===== src/rtl/fifo_rd_stream.sv =====
// fifo_rd_stream
//   Read-side drain engine for the dual-clock FIFO (read clock domain only).
//   Pops words through the FIFO read interface and presents them as a
//   valid/ready stream framed into packets of BURST beats. A 2-entry buffer
//   lets the FIFO be popped every cycle while out_valid/out_data/out_last
//   come straight from registers.
//
// Parameters
//   DSIZE : data word width (matches the FIFO)
//   BURST : beats per packet, 1..65535; out_last marks beat BURST
//   CW    : width of the saturating delivered-word counter
//
// Ports
//   rclk      in   read-domain clock
//   rrst      in   synchronous active-high reset
//   rempty    in   FIFO empty flag
//   rdata     in   FIFO data at the current read address (combinational)
//   rinc      out  FIFO pop strobe
//   flush     in   discard buffered words and packet position
//   out_valid out  stream data valid
//   out_ready in   downstream accept
//   out_data  out  stream data (buffer head)
//   out_last  out  final beat of the current packet
//   words_out out  count of completed transfers, saturating
module fifo_rd_stream #(
  parameter int DSIZE = 8,
  parameter int BURST = 4,
  parameter int CW    = 16
) (
  input  logic             rclk,
  input  logic             rrst,
  input  logic             rempty,
  input  logic [DSIZE-1:0] rdata,
  output logic             rinc,
  input  logic             flush,
  output logic             out_valid,
  input  logic             out_ready,
  output logic [DSIZE-1:0] out_data,
  output logic             out_last,
  output logic [CW-1:0]    words_out
);

  localparam int            BW        = (BURST > 1) ? $clog2(BURST) : 1;
  localparam logic [BW-1:0] BEAT_LAST = BW'(BURST - 1);
  localparam logic [CW-1:0] WORDS_MAX = {CW{1'b1}};

  logic [DSIZE-1:0] head_q, head_d;
  logic [DSIZE-1:0] tail_q, tail_d;
  logic [1:0]       cnt_q, cnt_d;
  logic [BW-1:0]    beat_q, beat_d;
  logic [CW-1:0]    words_q, words_d;
  logic             valid_q, valid_d;
  logic             last_q, last_d;
  logic             rinc_s;
  logic             pop_s;

  // Buffer, packet-position and counter next-state logic
  always_comb begin
    // Pop only when there is room; flush and reset block it so the FIFO
    // never loses a word that would be discarded in the same cycle.
    rinc_s  = !rempty && (cnt_q != 2'd2) && !flush && !rrst;
    pop_s   = valid_q && out_ready && !flush;
    head_d  = head_q;
    tail_d  = tail_q;
    cnt_d   = cnt_q;
    beat_d  = beat_q;
    words_d = words_q;

    if (flush) begin
      cnt_d  = 2'd0;
      beat_d = '0;
    end else begin
      case ({rinc_s, pop_s})
        2'b10: begin
          if (cnt_q == 2'd0) begin
            head_d = rdata;
          end else begin
            tail_d = rdata;
          end
          cnt_d = cnt_q + 2'd1;
        end
        2'b01: begin
          head_d = tail_q;
          cnt_d  = cnt_q - 2'd1;
        end
        // Only reachable with cnt==1: the old head leaves, the new word
        // replaces it and occupancy is unchanged.
        2'b11: begin
          head_d = rdata;
        end
        default: begin
          cnt_d = cnt_q;
        end
      endcase

      if (pop_s) begin
        if (beat_q == BEAT_LAST) begin
          beat_d = '0;
        end else begin
          beat_d = beat_q + BW'(1);
        end
        if (words_q != WORDS_MAX) begin
          words_d = words_q + CW'(1);
        end else begin
          words_d = words_q;
        end
      end else begin
        beat_d  = beat_q;
        words_d = words_q;
      end
    end

    // Output flags are precomputed so they leave the block from flops.
    valid_d = (cnt_d != 2'd0);
    last_d  = valid_d && (beat_d == BEAT_LAST);
  end

  // State registers with synchronous reset
  always_ff @(posedge rclk) begin
    if (rrst) begin
      head_q  <= '0;
      tail_q  <= '0;
      cnt_q   <= 2'd0;
      beat_q  <= '0;
      words_q <= '0;
      valid_q <= 1'b0;
      last_q  <= 1'b0;
    end else begin
      head_q  <= head_d;
      tail_q  <= tail_d;
      cnt_q   <= cnt_d;
      beat_q  <= beat_d;
      words_q <= words_d;
      valid_q <= valid_d;
      last_q  <= last_d;
    end
  end

  assign rinc      = rinc_s;
  assign out_valid = valid_q;
  assign out_data  = head_q;
  assign out_last  = last_q;
  assign words_out = words_q;

endmodule

===== config.mk =====
export PLATFORM = sky130hd
export DESIGN_NAME = fifo_rd_stream
export DESIGN_NICKNAME = d
export VERILOG_FILES = /design/src/rtl/fifo_rd_stream.sv
export SDC_FILE = /design/constraint.sdc
export NUM_CORES = 1
export LEC_CHECK = 0
export CELL_PAD_IN_SITES_DETAIL_PLACEMENT = 0
export CELL_PAD_IN_SITES_GLOBAL_PLACEMENT = 1
export CORE_UTILIZATION = 37
export DETAILED_ROUTE_END_ITERATION = 12
export GPL_ROUTABILITY_DRIVEN = 1
export PLACE_DENSITY = 0.88
export SKIP_CTS_REPAIR_TIMING = 1
export SYNTH_ARGS = -nofsm -noshare
export SYNTH_HDL_FRONTEND = slang
export SYNTH_SLANG_ARGS = --single-unit
export TNS_END_PERCENT = 10

===== constraint.sdc =====
create_clock -name rclk -period 3.25 [get_ports rclk]
set_input_delay 0.8125 -clock rclk [delete_from_list [all_inputs] [get_ports rclk]]
set_output_delay 0.8125 -clock rclk [all_outputs]
set_load 0.02 [all_outputs]

==> results of run 1 <==
[critical path: stages]
cell             delay, ps
clkdlybuf4s50_1        440
or2_2                  320
or3_1                  370
inv_1                   80
dlymetal6s2s_1         220
[report_power, final]
group / internal, mW / switching, mW / total [mW] / leakage (nW)
Clock: 0.245 / 0.162 / 0.407 / 0.0573
Combinational: 0.0346 / 0.0316 / 0.0662 / 0.492
Sequential: 0.470 / 0.00296 / 0.473 / 0.307
[area by class of cell]
| cell class | count | share of cell area |
|---|---|---|
| Clock buffer | 6 | 0.03427 |
| Clock inverter | 1 | 0.01246 |
| Inverter | 5 | 0.007788 |
| Multi-Input combinational cell | 144 | 0.4065 |
| Sequential cell | 38 | 0.3157 |
| Tap cell | 52 | 0.02700 |
| Timing Repair Buffer | 48 | 0.1963 |
[logic make-up (layout without fill, tap and decap cells)]
group                      count (synthesis)  count (layout)  synth area share
buffers and inverters                     14              60           0.03144
DFF                                       38              38            0.4249
xor gates and xnor gates                  11              11           0.05381
muxes                                     21              21            0.1202
AOI/OAI and AO/OA                         27              27           0.09993
adders and majority gates                  5               5           0.03494
and+or+nand+nor                           80              80            0.2348
[synth_stat cells]
cell type	instances
a211o_1	1
nand2_1	10
nor4_1	4
nor3_1	4
a211oi_1	8
nor4_4	1
inv_1	5
clkbuf_1	6
nor2_2	1
xor2_1	1
nor3b_2	1
and3_1	2
o21ai_0	3
xnor2_1	10
a21oi_1	10
a41o_1	1
o211a_1	1
a311oi_1	2
or2_2	2
nand3_1	4
o31ai_1	1
buf_2	3
and3b_1	1
ha_1	5
nand4_1	3
mux2_4	1
dfxtp_1	38
nand3_4	1
and4_1	1
nor2b_1	4
nand4_2	1
nand3_2	1
nor2_1	37
mux2i_1	20
or3_1	2
[through the flow]
| stage | worst slack (ps) | std cells |
|---|---|---|
| floorplan | 302.6 | 196 |
| detailed placement | -185.0 | 287 |
| global route | 153.7 | 294 |
| finish | 198.5 | 294 |
| CTS | -189.2 | 294 |
| global placement | -185.4 | 287 |
[path summary, 6_finish.rpt]
path / start / end / slack [ps]
max: flush / rinc / 200
min: beat_q[1] / beat_q[1] / 490
min reg2reg: beat_q[1] / beat_q[1] / 490
max reg2reg: cnt_q[1] / out_data[1] / 1120
[state kept, by name (all words and copies together), names as in the netlist]
signal and flops:
out_data 8, out_valid 1, tail_q 8, cnt_q 2
words_out 16, out_last 1, beat_q 2
[per-layer routing]
layer | wire length (um) | global-route usage | share of wire | vias up
li1 | - | - | - | 777
met1 | 1744 | 0.1837 | 0.49 | 690
met2 | 1600 | 0.2381 | 0.45 | 32
met3 | 141 | 0.03797 | 0.040 | 7
met4 | 71 | 0.08497 | 0.020 | 0
met5 | 0 | 0 | 0 | -
==> flow_summary_export.csv, run 1 <==
group,metric,value,unit
status,status,"completed",
synthesis,yosys_warnings,0,
synthesis,syn-num-nets,214,
sta,slew_viol_final,0,
die,placementRows,24,
route,first_iter_violations,68,
layout,drive_above_1_share,0.1033,
route,drtPass1Iterations,5,
min_path,worstHoldPathType,"register to register",
synthesis,ys_types,35,
sta,whs,488.2,ps
critical_path,critPathLaunchType,"input port",
placement,gp_congestion,0.7546,
route,drc_errors,0,
global_route,overflow,0,
sta,rsz0062_at_grt,"no",
die,pin_count,40,
layout,nNetsFinal,260,
critical_path,crit_arrival,2240,ps
layout,final_cell_mix,"dfxtp_1 (38), clkdlybuf4s50_1 (38), nor2_1 (37)",
synthesis,seq_area_frac_synth,0.4249,
route,wirelength,3.558,mm
critical_path,critPathKind,"input port to primary output",
placement,place_hpwl,2.510,mm
sta,skew,6.308,ps
critical_path,endpoint_kind,"primary output",
sta,max_slew_margin,0.5990,
sta,hold_viol,0,
sta,worst_pin_slew,600.9,ps
min_path,min_path_cells,2,
layout,fin_util,0.5350,
sta,fin_crit_sh,0.9389,
sta,fin_setup_tns,0,ps
power_and_ir_drop,power.density,392.8,nW/um^2
route,vias,1506,
synthesis,synth.area.top_cells,"dfxtp_1 (42%), mux2i_1 (11%), nor2_1 (7.8%)",
global_route,grt_pass1_vias,1358,
synthesis,yosys.area.top_type_share,0.4249,
run,maxCapViolations,0,
clock_network,path_clk_slew,70,ps
layout,insertedDiodeCount,0,
sta,max_freq,0.3277,GHz
route,postRouteAntennaNets,0,
clock_network,h-tree-depth,2,
synthesis,syn_area_per_cell,9.135,um^2
sta,finalCriticalPeriod,3051,ps
layout,stdcell_area,2410,um^2
clock_network,numClockSinks,38,
synthesis,syn-cell-area,1790,um^2
route,wire_per_inst,12.10,um
global_route,antenna_found_initial,0,
placement,port-buffer-count,39,
critical_path,reg2reg_depth,9,
die,core,4504,um^2
power_and_ir_drop,finalPower,946.6,uW
die,die_h,71.57,um
global_route,grt_max_degree,35,
synthesis,yosysTopAreaCell,"dfxtp_1",
global_route,track_usage,0.1492,
clock_network,cts-root-buf,"clkbuf_8",
die,initial_core_util,0.3975,
clock_network,cts_tree,"done",
clock_network,clockBufferDepth,2,
die,dieArea,5122,um^2
die,die_w,71.57,um
synthesis,ys_ff_latch,38,
layout,multi_input_area,979.7,um^2
critical_path,critPathRequiredTime,2440,ps
synthesis,synth_cells,196,
route,drt-vias-per-instance,5.122,
global_route,grt_pass1_wl,5.913,mm
clock_network,cts_buffers,5,
layout,seq_area,760.7,um^2
power_and_ir_drop,p_leak,0.8561,nW
layout,area_growth,34.59,%
clock_network,clk_latency,290,ps
sta,setup_violations,0,
power_and_ir_drop,peakVddDrop,238.6,uV
critical_path,crit_fanout,2,
layout,n_fill_cell,420,
placement,place_area,2288,um^2
Note: power is estimated with default switching activity, not from simulation.
==> run 2, diff against run 1 <==
- MAX_ROUTING_LAYER: not set -> met4
==> run 2 against run 1 <==
Against the previous run: die area is the same; combinational power is essentially flat; via count is the same; non-clock buffer count is the same; sequential share of layout area is the same; maximum frequency is the same; sequential cell count is the same.
==> flow_summary_export.csv, run 2 (same netlist as run 1, synthesis figures left out) <==
group,metric,value,unit
layout,area_growth,34.59,%
critical_path,crit_fanout,2,
route,drtPass1Iterations,5,
route,drt-vias-per-instance,5.122,
power_and_ir_drop,p_sw_frac,0.2072,
clock_network,clockBufferDepth,2,
power_and_ir_drop,p_clk_frac,0.430,
global_route,overflow,0,
placement,dp.cells,287,
sta,max_slew_margin,0.5990,
layout,multi_input_area,979.7,um^2
route,wire_per_inst,12.12,um
sta,max_freq,0.3277,GHz
clock_network,numClockSinks,38,
route,drc_errors,0,
sta,hold_viol,0,
sta,slew_viol_final,0,
min_path,hold_end,"beat_q[1]",
route,wirelength,3.563,mm
clock_network,cts_buffers,5,
layout,insertedDiodeCount,0,
layout,seq_area,760.7,um^2
placement,place_hpwl,2.510,mm
die,pin_count,40,
layout,final_cells,294,
min_path,min_path_cells,2,
critical_path,r2r-end,"out_data[1]",
critical_path,crit_arrival,2240,ps
sta,setup_violations,0,
placement,gp_congestion,0.7644,
clock_network,cts-root-buf,"clkbuf_8",
power_and_ir_drop,p_leak,0.8561,nW
layout,largest_register_ffs,16,
power_and_ir_drop,p_seq_frac,0.500,
die,initial_core_util,0.3975,
sta,skew,6.271,ps
min_path,worstHoldPathType,"register to register",
min_path,hold_path.startpoint,"beat_q[1]",
route,first_iter_violations,71,
power_and_ir_drop,power.density,392.8,nW/um^2
layout,nNetsFinal,260,
critical_path,critPathLaunchType,"input port",
critical_path,critPathKind,"input port to primary output",
sta,worst_pin_slew,600.9,ps
run,maxCapViolations,0,
critical_path,r2r_slack,1120,ps
die,placementRows,24,
critical_path,reg2reg_depth,9,
clock_network,clk_latency,290,ps
clock_network,h-tree-depth,2,
die,core,4504,um^2
critical_path,critPathRequiredTime,2440,ps
global_route,grt_max_degree,35,
global_route,grt_pass1_vias,1358,
status,status,"completed",
sta,fin_crit_sh,0.9389,
route,vias,1506,
route,postRouteAntennaNets,0,
power_and_ir_drop,p_sw,196.1,uW
placement,port-buffer-count,39,
clock_network,path_clk_slew,70,ps
global_route,grt_pass1_wl,5.906,mm
layout,n_fill_cell,420,
critical_path,rr_startpoint,"cnt_q[1]",
clock_network,cts_tree,"done",
layout,fin_util,0.5350,
power_and_ir_drop,p_comb_frac,0.070,
die,dieArea,5122,um^2
sta,finalCriticalPeriod,3051,ps
die,die_h,71.57,um
critical_path,endpoint_kind,"primary output",
die,die_w,71.57,um
global_route,track_usage,0.1538,
power_and_ir_drop,peakVddDrop,238.6,uV
global_route,antenna_found_initial,0,
layout,drive_above_1_share,0.1033,
sta,rsz0062_at_grt,"no",
layout,final_cell_mix,"dfxtp_1 (38), clkdlybuf4s50_1 (38), nor2_1 (37)",
power_and_ir_drop,p_int,750.4,uW
## run 2: cell counts in the layout (fill, tap and decap cells not counted)
Identical to the previous run, type by type.
## run 2: area by class of cell
type / instances / area share
Inverter: 5 / 0.007788
Multi-Input combinational cell: 144 / 0.4065
Timing Repair Buffer: 48 / 0.1963
Tap cell: 52 / 0.02700
Sequential cell: 38 / 0.3157
Clock inverter: 1 / 0.01246
Clock buffer: 6 / 0.03427
## run 2: stage by stage
| step | hold slack (ps) | total power, mW | setup TNS [ps] | area (um^2) | setup WS (ps) |
|---|---|---|---|---|---|
| floorplan | 459.1 | 0.5147 | 0 | 1790 | 302.6 |
| global placement | 472.0 | 0.5494 | -1307 | 2288 | -185.4 |
| detailed placement | 485.3 | 0.5500 | -1485 | 2288 | -185.0 |
| CTS | 491.9 | 0.9556 | -189.2 | 2401 | -189.2 |
| global route | 510.4 | 0.9792 | 0 | 2410 | 153.7 |
| finish | 488.2 | 0.9466 | 0 | 2410 | 198.5 |
## run 2: layer usage
metal  part of all wire  vias to the layer above  global-route usage
li1                   -                      777                   -
met1               0.49                      690              0.1837
met2               0.45                       32              0.2381
met3              0.041                        7             0.03797
met4              0.021                        0             0.08497
met5                  0                        -                   -
## run 2: how the worst max path moves through the flow
stage / to / slack (ps) / cells past startpoint / from
global placement: rinc / -190 / 5 / flush
CTS: rinc / -190 / 5 / rrst
floorplan: tail_q[0] / 300 / 10 / rrst
detailed placement: rinc / -190 / 5 / rrst
global route: rinc / 150 / 5 / flush
finish: rinc / 200 / 5 / flush
## run 2: power groups by stage
| stage | sequential, mW | combinational (mW) | clock, mW |
|---|---|---|---|
| final | 0.473 | 0.0662 | 0.407 |
| after global routing | 0.474 | 0.0714 | 0.434 |
| after CTS | 0.473 | 0.0662 | 0.416 |
| after detailed placement | 0.484 | 0.0659 | 0 |
| after global placement | 0.484 | 0.0654 | 0 |
| after floorplan | 0.489 | 0.0254 | 0 |
## run 2: worst max-delay path: stages
cell             delay, ps
clkdlybuf4s50_1        440
or2_2                  320
or3_1                  370
inv_1                   80
dlymetal6s2s_1         220
==> run 3, diff against run 2 <==
- PLACE_DENSITY: 0.88 -> not set
- PLACE_DENSITY_LB_ADDON: not set -> 0.15
==> run 3 against run 2 <==
Against the previous run: register-to-register slack got worse by 20 ps; sequential power barely moved; cell area fell by 0.78%; die area did not move; clock power barely moved; setup slack improved by 32 ps; core utilization fell by 0.42 points; cell count did not move; global-route usage rose by 1.7 points; critical path type unchanged; critical endpoint unchanged; largest cell class unchanged; largest power group unchanged.
==> flow_summary_export.csv, run 3 (same netlist as run 1, synthesis figures left out) <==
group,metric,value,unit
sta,fin_setup_tns,0,ps
layout,drive_above_1_share,0.1033,
layout,final_cell_mix,"dfxtp_1 (38), clkdlybuf4s50_1 (38), nor2_1 (37)",
die,placementRows,24,
layout,largest_register_ffs,16,
sta,setup_violations,0,
route,vias,1498,
critical_path,crit_fanout,2,
critical_path,critPathRequiredTime,2440,ps
power_and_ir_drop,peakVddDrop,256.1,uV
layout,nNetsFinal,259,
route,wire_per_inst,12.95,um
clock_network,clk_latency,290,ps
clock_network,path_clk_slew,80,ps
clock_network,clockBufferDepth,2,
placement,port-buffer-count,39,
critical_path,critPathKind,"input port to primary output",
critical_path,r2r_slack,1100,ps
sta,rsz0062_at_grt,"no",
layout,fin_util,0.5308,
sta,finalCriticalPeriod,3020,ps
clock_network,cts_tree,"done",
global_route,antenna_found_initial,0,
sta,skew,4.424,ps
sta,max_slew_margin,0.5904,
sta,slew_viol_final,0,
die,pin_count,40,
status,status,"completed",
critical_path,critPathLaunchType,"input port",
sta,max_freq,0.3312,GHz
critical_path,crit_arrival,2210,ps
power_and_ir_drop,power.density,394.5,nW/um^2
global_route,overflow,0,
clock_network,cts-root-buf,"clkbuf_8",
route,first_iter_violations,40,
route,wirelength,3.808,mm
layout,area_growth,33.54,%
global_route,grt_pass1_wl,6.741,mm
placement,gp_congestion,0.7750,
placement,place_area,2268,um^2
min_path,worstHoldPathType,"register to register",
clock_network,numClockSinks,38,
die,die_h,71.57,um
layout,insertedDiodeCount,0,
global_route,grt_pass1_vias,1493,
route,postRouteAntennaNets,0,
die,core,4504,um^2
critical_path,endpoint_kind,"primary output",
die,initial_core_util,0.3975,
route,drt-vias-per-instance,5.095,
sta,fin_crit_sh,0.9291,
run,maxCapViolations,0,
sta,worst_pin_slew,613.8,ps
clock_network,cts_buffers,5,
route,drtPass1Iterations,4,
route,drc_errors,0,
sta,hold_viol,0,
power_and_ir_drop,p_leak,0.8424,nW
layout,stdcell_area,2391,um^2
die,die_w,71.57,um
global_route,grt_max_degree,35,
die,dieArea,5122,um^2
clock_network,h-tree-depth,2,
global_route,track_usage,0.1706,
placement,place_hpwl,2.799,mm
==> run 3: stage by stage <==
| stage | setup slack, ps | hold slack, ps | power, mW | std cells |
|---|---|---|---|---|
| 2_1_floorplan | 302.6 | 459.1 | 0.5147 | 196 |
| 3_3_place_gp | -126.7 | 468.7 | 0.5485 | 286 |
| 3_5_place_dp | -172.4 | 474.6 | 0.5506 | 286 |
| 4_1_cts | -159.8 | 485.2 | 0.9587 | 294 |
| 5_1_grt | 155.7 | 524.7 | 0.9814 | 294 |
| 6_report | 230.3 | 479.7 | 0.9432 | 294 |
==> run 3: path summary, 6_finish.rpt <==
| path | from | to | cells past startpoint |
|---|---|---|---|
| worst max-delay path | flush | rinc | 5 |
| worst min-delay path | beat_q[1] | beat_q[1] | 2 |
| worst max register to register | cnt_q[1] | out_data[6] | 9 |
| worst min register to register | beat_q[1] | beat_q[1] | 2 |
==> run 3: critical path: stages <==
cell             delay, ps
clkdlybuf4s50_1        420
or2_2                  310
or3_1                  360
inv_1                   80
dlymetal6s2s_1         220
==> run 3: final cells by class <==
cell class                      count  area (um^2)
Sequential cell                    38        760.7
Inverter                            5        18.77
Clock buffer                        5        68.82
Clock inverter                      3        45.04
Timing Repair Buffer               47        452.9
Tap cell                           52        65.06
Fill cell                         435         2113
Multi-Input combinational cell    144        979.7
==> run 3: layer usage <==
metal | part of all wire | GRT usage | up-vias
met5 | 0 | - | -
met4 | 0.015 | 0.05882 | 0
met3 | 0.041 | 0.03516 | 5
met2 | 0.46 | 0.2720 | 36
met1 | 0.48 | 0.2164 | 675
li1 | - | - | 782
==> run 3: power by group <==
group / internal [mW] / total, mW / switching, mW
logic: 0.0344 / 0.0660 / 0.0317
clock network: 0.228 / 0.404 / 0.176
registers: 0.470 / 0.473 / 0.00321
total: 0.733 / 0.943 / 0.210
